--- src/rtl/pipeline_pkg.sv ---
// Shared encodings for the memory-stage controller: FSM states and access-width codes,
// plus the alignment check used when an access is first seen in EX/MEM.
package pipeline_pkg;

    localparam logic [1:0] StIdle   = 2'd0;
    localparam logic [1:0] StAccess = 2'd1;
    localparam logic [1:0] StDone   = 2'd2;

    localparam logic [1:0] WidthWord    = 2'b00;
    localparam logic [1:0] WidthHalf    = 2'b01;
    localparam logic [1:0] WidthByte    = 2'b10;
    localparam logic [1:0] WidthWordAlt = 2'b11;

    function automatic logic addr_misaligned(input logic [1:0] width, input logic [1:0] addr_lo);
        logic bad;
        bad = 1'b0;
        unique case (width)
            WidthWord, WidthWordAlt: bad = (addr_lo != 2'b00);
            WidthHalf:               bad = addr_lo[0];
            WidthByte:               bad = 1'b0;
            default:                 bad = 1'b0;
        endcase
        return bad;
    endfunction

endpackage

--- src/rtl/hazard_detect.sv ---
// Combinational load-use hazard check between the load in ID/EX and the sources in IF/ID.
module hazard_detect (
    input  logic       id_ex_mem_to_reg,
    input  logic [4:0] id_ex_write_register,
    input  logic [4:0] if_id_rs,
    input  logic [4:0] if_id_rt,
    output logic       hazard_stall
);

    // r0 is hardwired to zero, so a load targeting it never creates a dependency.
    always_comb begin
        hazard_stall = id_ex_mem_to_reg && (id_ex_write_register != 5'd0) &&
                       ((id_ex_write_register == if_id_rs) ||
                        (id_ex_write_register == if_id_rt));
    end

endmodule

--- src/rtl/mem_stage_controller.sv ---
// Sequences the EX/MEM data-memory access over a req/ack port and generates the
// pipeline advance, freeze and flush controls, including load-use hazard handling.
module mem_stage_controller
    import pipeline_pkg::*;
#(
    parameter int unsigned TIMEOUT = 64,
    parameter int unsigned CNT_W   = 16
) (
    input  logic             clock,
    input  logic             reset,
    input  logic [3:0]       memWrite,
    input  logic             memToReg,
    input  logic [1:0]       memReadWidth,
    input  logic [31:0]      aluOut,
    input  logic [31:0]      writeData,
    input  logic             idExMemToReg,
    input  logic [4:0]       idExWriteRegister,
    input  logic [4:0]       ifIdRs,
    input  logic [4:0]       ifIdRt,
    input  logic             memReady,
    input  logic [31:0]      memRdata,
    output logic             memReq,
    output logic [3:0]       memWe,
    output logic [31:0]      memAddr,
    output logic [31:0]      memWdata,
    output logic [31:0]      loadDataOut,
    output logic             pcWriteEnable,
    output logic             ifIdWriteEnable,
    output logic             exMemWriteEnable,
    output logic             idExFlush,
    output logic             misaligned,
    output logic             timeoutError,
    output logic [CNT_W-1:0] stallCount
);

    localparam int unsigned WaitW = $clog2(TIMEOUT + 1);

    logic [1:0]       state_q, state_d;
    logic [WaitW-1:0] wait_q, wait_d;
    logic             req_q, req_d;
    logic [3:0]       we_q, we_d;
    logic [31:0]      addr_q, addr_d;
    logic [31:0]      wdata_q, wdata_d;
    logic             is_load_q, is_load_d;
    logic [31:0]      load_data_q, load_data_d;
    logic             misaligned_q, misaligned_d;
    logic             timeout_q, timeout_d;
    logic [CNT_W-1:0] cnt_q, cnt_d;

    logic access;
    logic misalign;
    logic mem_stall;
    logic hazard_stall;

    hazard_detect u_hazard_detect (
        .id_ex_mem_to_reg    (idExMemToReg),
        .id_ex_write_register(idExWriteRegister),
        .if_id_rs            (ifIdRs),
        .if_id_rt            (ifIdRt),
        .hazard_stall        (hazard_stall)
    );

    always_comb begin
        access    = memToReg | (|memWrite);
        misalign  = access & addr_misaligned(memReadWidth, aluOut[1:0]);
        mem_stall = ((state_q == StIdle) & access) | (state_q == StAccess);
    end

    always_comb begin
        pcWriteEnable    = ~(mem_stall | hazard_stall);
        ifIdWriteEnable  = ~(mem_stall | hazard_stall);
        exMemWriteEnable = ~mem_stall;
        // A memory stall freezes ID/EX; flushing it then would lose the instruction.
        idExFlush        = hazard_stall & ~mem_stall;
    end

    always_comb begin
        state_d      = state_q;
        wait_d       = wait_q;
        req_d        = req_q;
        we_d         = we_q;
        addr_d       = addr_q;
        wdata_d      = wdata_q;
        is_load_d    = is_load_q;
        load_data_d  = load_data_q;
        misaligned_d = misaligned_q;
        timeout_d    = timeout_q;

        unique case (state_q)
            StIdle: begin
                if (misalign) begin
                    misaligned_d = 1'b1;
                    state_d      = StDone;
                end else if (access) begin
                    req_d     = 1'b1;
                    we_d      = memToReg ? 4'b0000 : memWrite;
                    addr_d    = aluOut;
                    wdata_d   = writeData;
                    is_load_d = memToReg;
                    wait_d    = '0;
                    state_d   = StAccess;
                end
            end
            StAccess: begin
                // An acknowledge on the final wait cycle still completes the access.
                if (memReady) begin
                    if (is_load_q) begin
                        load_data_d = memRdata;
                    end
                    req_d   = 1'b0;
                    we_d    = 4'b0000;
                    state_d = StDone;
                end else if (wait_q == WaitW'(TIMEOUT - 1)) begin
                    timeout_d = 1'b1;
                    req_d     = 1'b0;
                    state_d   = StDone;
                end else begin
                    wait_d = wait_q + WaitW'(1);
                end
            end
            StDone: begin
                state_d = StIdle;
            end
            default: begin
                state_d = StIdle;
            end
        endcase
    end

    always_comb begin
        cnt_d = cnt_q;
        if ((mem_stall | hazard_stall) && (cnt_q != {CNT_W{1'b1}})) begin
            cnt_d = cnt_q + CNT_W'(1);
        end
    end

    always_ff @(posedge clock or negedge reset) begin
        if (!reset) begin
            state_q      <= StIdle;
            wait_q       <= '0;
            req_q        <= 1'b0;
            we_q         <= 4'b0000;
            addr_q       <= '0;
            wdata_q      <= '0;
            is_load_q    <= 1'b0;
            load_data_q  <= '0;
            misaligned_q <= 1'b0;
            timeout_q    <= 1'b0;
            cnt_q        <= '0;
        end else begin
            state_q      <= state_d;
            wait_q       <= wait_d;
            req_q        <= req_d;
            we_q         <= we_d;
            addr_q       <= addr_d;
            wdata_q      <= wdata_d;
            is_load_q    <= is_load_d;
            load_data_q  <= load_data_d;
            misaligned_q <= misaligned_d;
            timeout_q    <= timeout_d;
            cnt_q        <= cnt_d;
        end
    end

    assign memReq       = req_q;
    assign memWe        = we_q;
    assign memAddr      = addr_q;
    assign memWdata     = wdata_q;
    assign loadDataOut  = load_data_q;
    assign misaligned   = misaligned_q;
    assign timeoutError = timeout_q;
    assign stallCount   = cnt_q;

endmodule

--- config.mk ---
export PLATFORM = sky130hd
export DESIGN_NAME = mem_stage_controller
export DESIGN_NICKNAME = d
export VERILOG_FILES = /design/src/rtl/pipeline_pkg.sv /design/src/rtl/hazard_detect.sv /design/src/rtl/mem_stage_controller.sv
export SDC_FILE = /design/constraint.sdc
export NUM_CORES = 1
export LEC_CHECK = 0
export ABC_AREA = 1
export ABC_CLOCK_PERIOD_IN_PS = 1800
export CORE_AREA = 2 2 117 119
export DETAILED_ROUTE_END_ITERATION = 6
export DIE_AREA = 0 0 119 121
export DONT_BUFFER_PORTS = 1
export PLACE_DENSITY = 0.61
export SYNTH_ARGS = -nofsm -noshare
export SYNTH_HDL_FRONTEND = slang
export SYNTH_HIERARCHICAL = 1
export SYNTH_SLANG_ARGS = --single-unit
export TNS_END_PERCENT = 1
--- constraint.sdc ---
create_clock -name clock -period 1.8 [get_ports clock]
set_input_delay 0.27 -clock clock [delete_from_list [all_inputs] [get_ports clock]]
set_output_delay 0.27 -clock clock [all_outputs]
set_load 0.05 [all_outputs]
==> results of run 1 <==
==> final cells by class <==
type / instances / area [sq um]
clock buffer: 19 / 443
timing repair buffer: 123 / 1310
fill: 1044 / 5270
tap: 176 / 220
inverter: 102 / 383
multi-input combinational: 389 / 2090
clock inverter: 13 / 136
sequential: 129 / 3230
==> flip-flops by register name, summed over array words and instances (netlist names) <==
name,flops
memReq,1
state_q,2
stallCount,16
is_load_q,1
timeoutError,1
memWe,4
memAddr,32
wait_q,7
memWdata,32
loadDataOut,32
misaligned,1
==> power by group through the flow <==
stage | combinational (uW) | sequential (uW) | clock [uW]
after global routing | 4350 | 9040 | 3560
after CTS | 3200 | 8860 | 3420
final | 3910 | 8880 | 3340
after detailed placement | 3000 | 8880 | 0
after global placement | 2840 | 8870 | 0
after floorplan | 2230 | 8800 | 0
==> worst max-delay path, delay by kind of cell (launching register included) <==
family / cells / cell delay (ps)
and+or+nand+nor: 2 / 300
DFF: 1 / 410
AOI/OAI and AO/OA: 1 / 230
buffers and inverters: 1 / 180
==> placed cells by master, fill, tap and decap left out, types with 4 or more instances in the layout <==
cell type,n
nand2_1,167
o21ai_0,21
buf_6,5
xor2_1,6
nand2_2,16
mux2_2,27
buf_12,4
nor2_1,33
dlygate4sd3_1,84
clkinvlp_4,4
xnor2_1,8
buf_4,24
clkbuf_16,22
o21ai_2,4
inv_1,95
clkinv_2,4
mux2_1,5
dfrtp_1,127
nand4_1,5
nand3_1,23
inv_2,7
o21ai_1,53
nand3_2,4
==> metrics by stage <==
step / cells / utilization (%) / setup WS (ps) / setup TNS, ps / power (uW)
final: 951 / 59.7 / 1.63 / 0 / 16100
after detailed placement: 819 / 46.4 / 64.6 / 0 / 11900
after floorplan: 641 / - / -37.5 / -37.5 / 11000
after global routing: 951 / 59.7 / -99.2 / -1110 / 17000
after global placement: 819 / 46.4 / 132 / 0 / 11700
after CTS: 936 / 57.4 / -66.2 / -66.2 / 15500
==> per-layer routing <==
layer / up-vias / part of all wire, %
li1: 2238 / -
met1: 2159 / 40
met2: 211 / 50
met3: 21 / 8.2
met4: 0 / 2.1
met5: - / 0
==> cell usage after synthesis, drive strengths merged <==
cell type / count
ha: 3
nand4: 6
o21bai: 1
clkbuf: 6
nand2: 184
xnor2: 8
mux2: 32
o21ai: 78
buf: 16
dfrtp: 129
inv: 102
xor2: 6
a31o: 1
nor2: 36
nand3: 28
a21oi: 5
==> kinds of logic after synthesis <==
group                    after synthesis  share of synthesized area (%)
AO/OA/AOI/OAI                         85                           7.53
XOR/XNOR                              14                           2.12
adder cells (fa/ha/maj)                3                          0.649
buffers and inverters                124                           9.52
flip-flops                           129                           55.8
multiplexers                          32                           6.23
AND/OR/NAND/NOR                      254                           18.1
==> how the worst min path moves through the flow <==
stage | startpoint | to | slack, ps | cells past startpoint
finish | reset | memWdata[20] | -460 | 0
floorplan | reset | is_load_q | -30 | 0
global route | reset | memWdata[20] | -480 | 0
detailed placement | reset | memWdata[20] | -20 | 0
CTS | reset | memWdata[20] | -470 | 0
global placement | reset | memWdata[20] | -20 | 0
==> repair_timing <==
action                                  CTS  global route
hold endpoints to repair                210           132
endpoints found under the setup margin    4            84
cloned                                    0             8
pin swaps                                 3             3
gates resized for setup                   4            76
buffers inserted                          4             4
hold buffers                             81             3
==> flow_summary.toml, run 1 <==
[status]
status = "finished, violations left"
violations = "hold timing"

[detailed_routing]
drt_first_pass_iters = 4
wl_um = 15200
ant_nets = 0
post_drt_wl_per_cell_um = 15.9
vias = 4629
vias_per_cell = 4.87
route.detailed.drc = 0
drt_first_iter_violations = 221

[synth]
synth-seq-area-share_pct = 55.8
synth_warnings = 6
synthesis.nets = 766
syn_area_sq_mm = 0.00578
synth.area.top_cells = "dfrtp_1 (56%), nand2_1 (12%), o21ai_0 (6.3%), inv_1 (6.2%), mux2_2 (5.3%)"
syn-instance-count = 641
syn_avg_cell_area_sq_um = 9.02
synth_top_area_share_pct = 55.8
synth_top_cell_by_area = "dfrtp_1"
ys_ff_latch = 129
synth_cell_type_count = 29

[cts]
clockBufferDepth = 2
cts_made_buffers = 17
clk_pin_slew_ps = 60
worstSkewPairLatency_ps = 410
tritoncts = "yes"
h-tree-depth = 4
cts_root_buffer = "clkbuf_16"
cts_sinks = 129

[setup_path]
worstPathCellList = "nor2_2 -> nand4_1 -> a21oi_2 -> buf_6"
slowest_delay_ps = 410
crit_path_top_delay_cell = "dfrtp_1"
critical_path_peak_fanout = 4
required_ps = 1530
r2r_slack_ps = 60
critPathLaunchType = "flip-flop"
critical_path_arrival_ps = 1530
reg2reg_depth = 10
end_kind = "primary output"
rr_endpoint = "memWdata[7]"
r2r-start = "state_q[1]"
criticalPathCategory = "reg2out"
critPathLaunch = "state_q[1]"
crit_end = "idExFlush"

[global_route]
grt_pass1_wl_um = 22400
grt_antenna_before_repair = 0
grt_start_max_net_pins = 130
overflow = 0
grt_pass1_vias = 4609
met3_usage_pct = 7.61
grtUsageMet1_pct = 23.0
grt.total_usage_pct = 20.0
met2_usage_pct = 33.4
top_usage_layer = "met2"

[power_and_ir_drop]
intPower_uw = 7860
seqPwrFrac_pct = 55.1
p_sw_uw = 8270
p_per_area_mw_per_mm2 = 2060
comb_power_share_pct = 24.2
power_switching_share_pct = 51.3
p_clk_share_pct = 20.7
ir_worst_vdd_mv = 1.24
power_leakage_uw = 0.00387

[layout]
antenna_cells = 0
final_area_sq_mm = 0.00782
area_growth_pct = 35.2
layout.nets = 887
drive_gt1_share_pct = 18.1

[timing]
setup-violations-final = 0
min_period_ps = 1800
whs_ps = -458
skew_ps = 12.1
hold_violations = 133
worstMarginPinSlew_ps = 615
slew_violations = 0
maxSlewHeadroom_pct = 58.5
fmax_mhz = 556
rsz0062_at_grt = "yes"
fin_crit_sh_pct = 99.9

[die]
core_area_sq_mm = 0.0131
fp.dieH_um = 121
die_w_um = 119
start_util_pct = 44.2
io_pins = 245
die_area_sq_mm = 0.0144
rows = 42

[run]
max_cap_violations = 0

[placed_design]
dpl-instance-area_sq_mm = 0.00608
dp_hpwl_um = 9300
gp_congestion = 0.818
portBuffers = 0

[worst_hold_path]
hold_class = "in2async"
Power figures use the tool's default switching activity.
==> run 2: changes to the inputs <==
Settings changed: CAP_MARGIN from default to 0.
==> results of run 2 <==
Same layout as run 1: the final DEF is identical, and so are final timing and power.
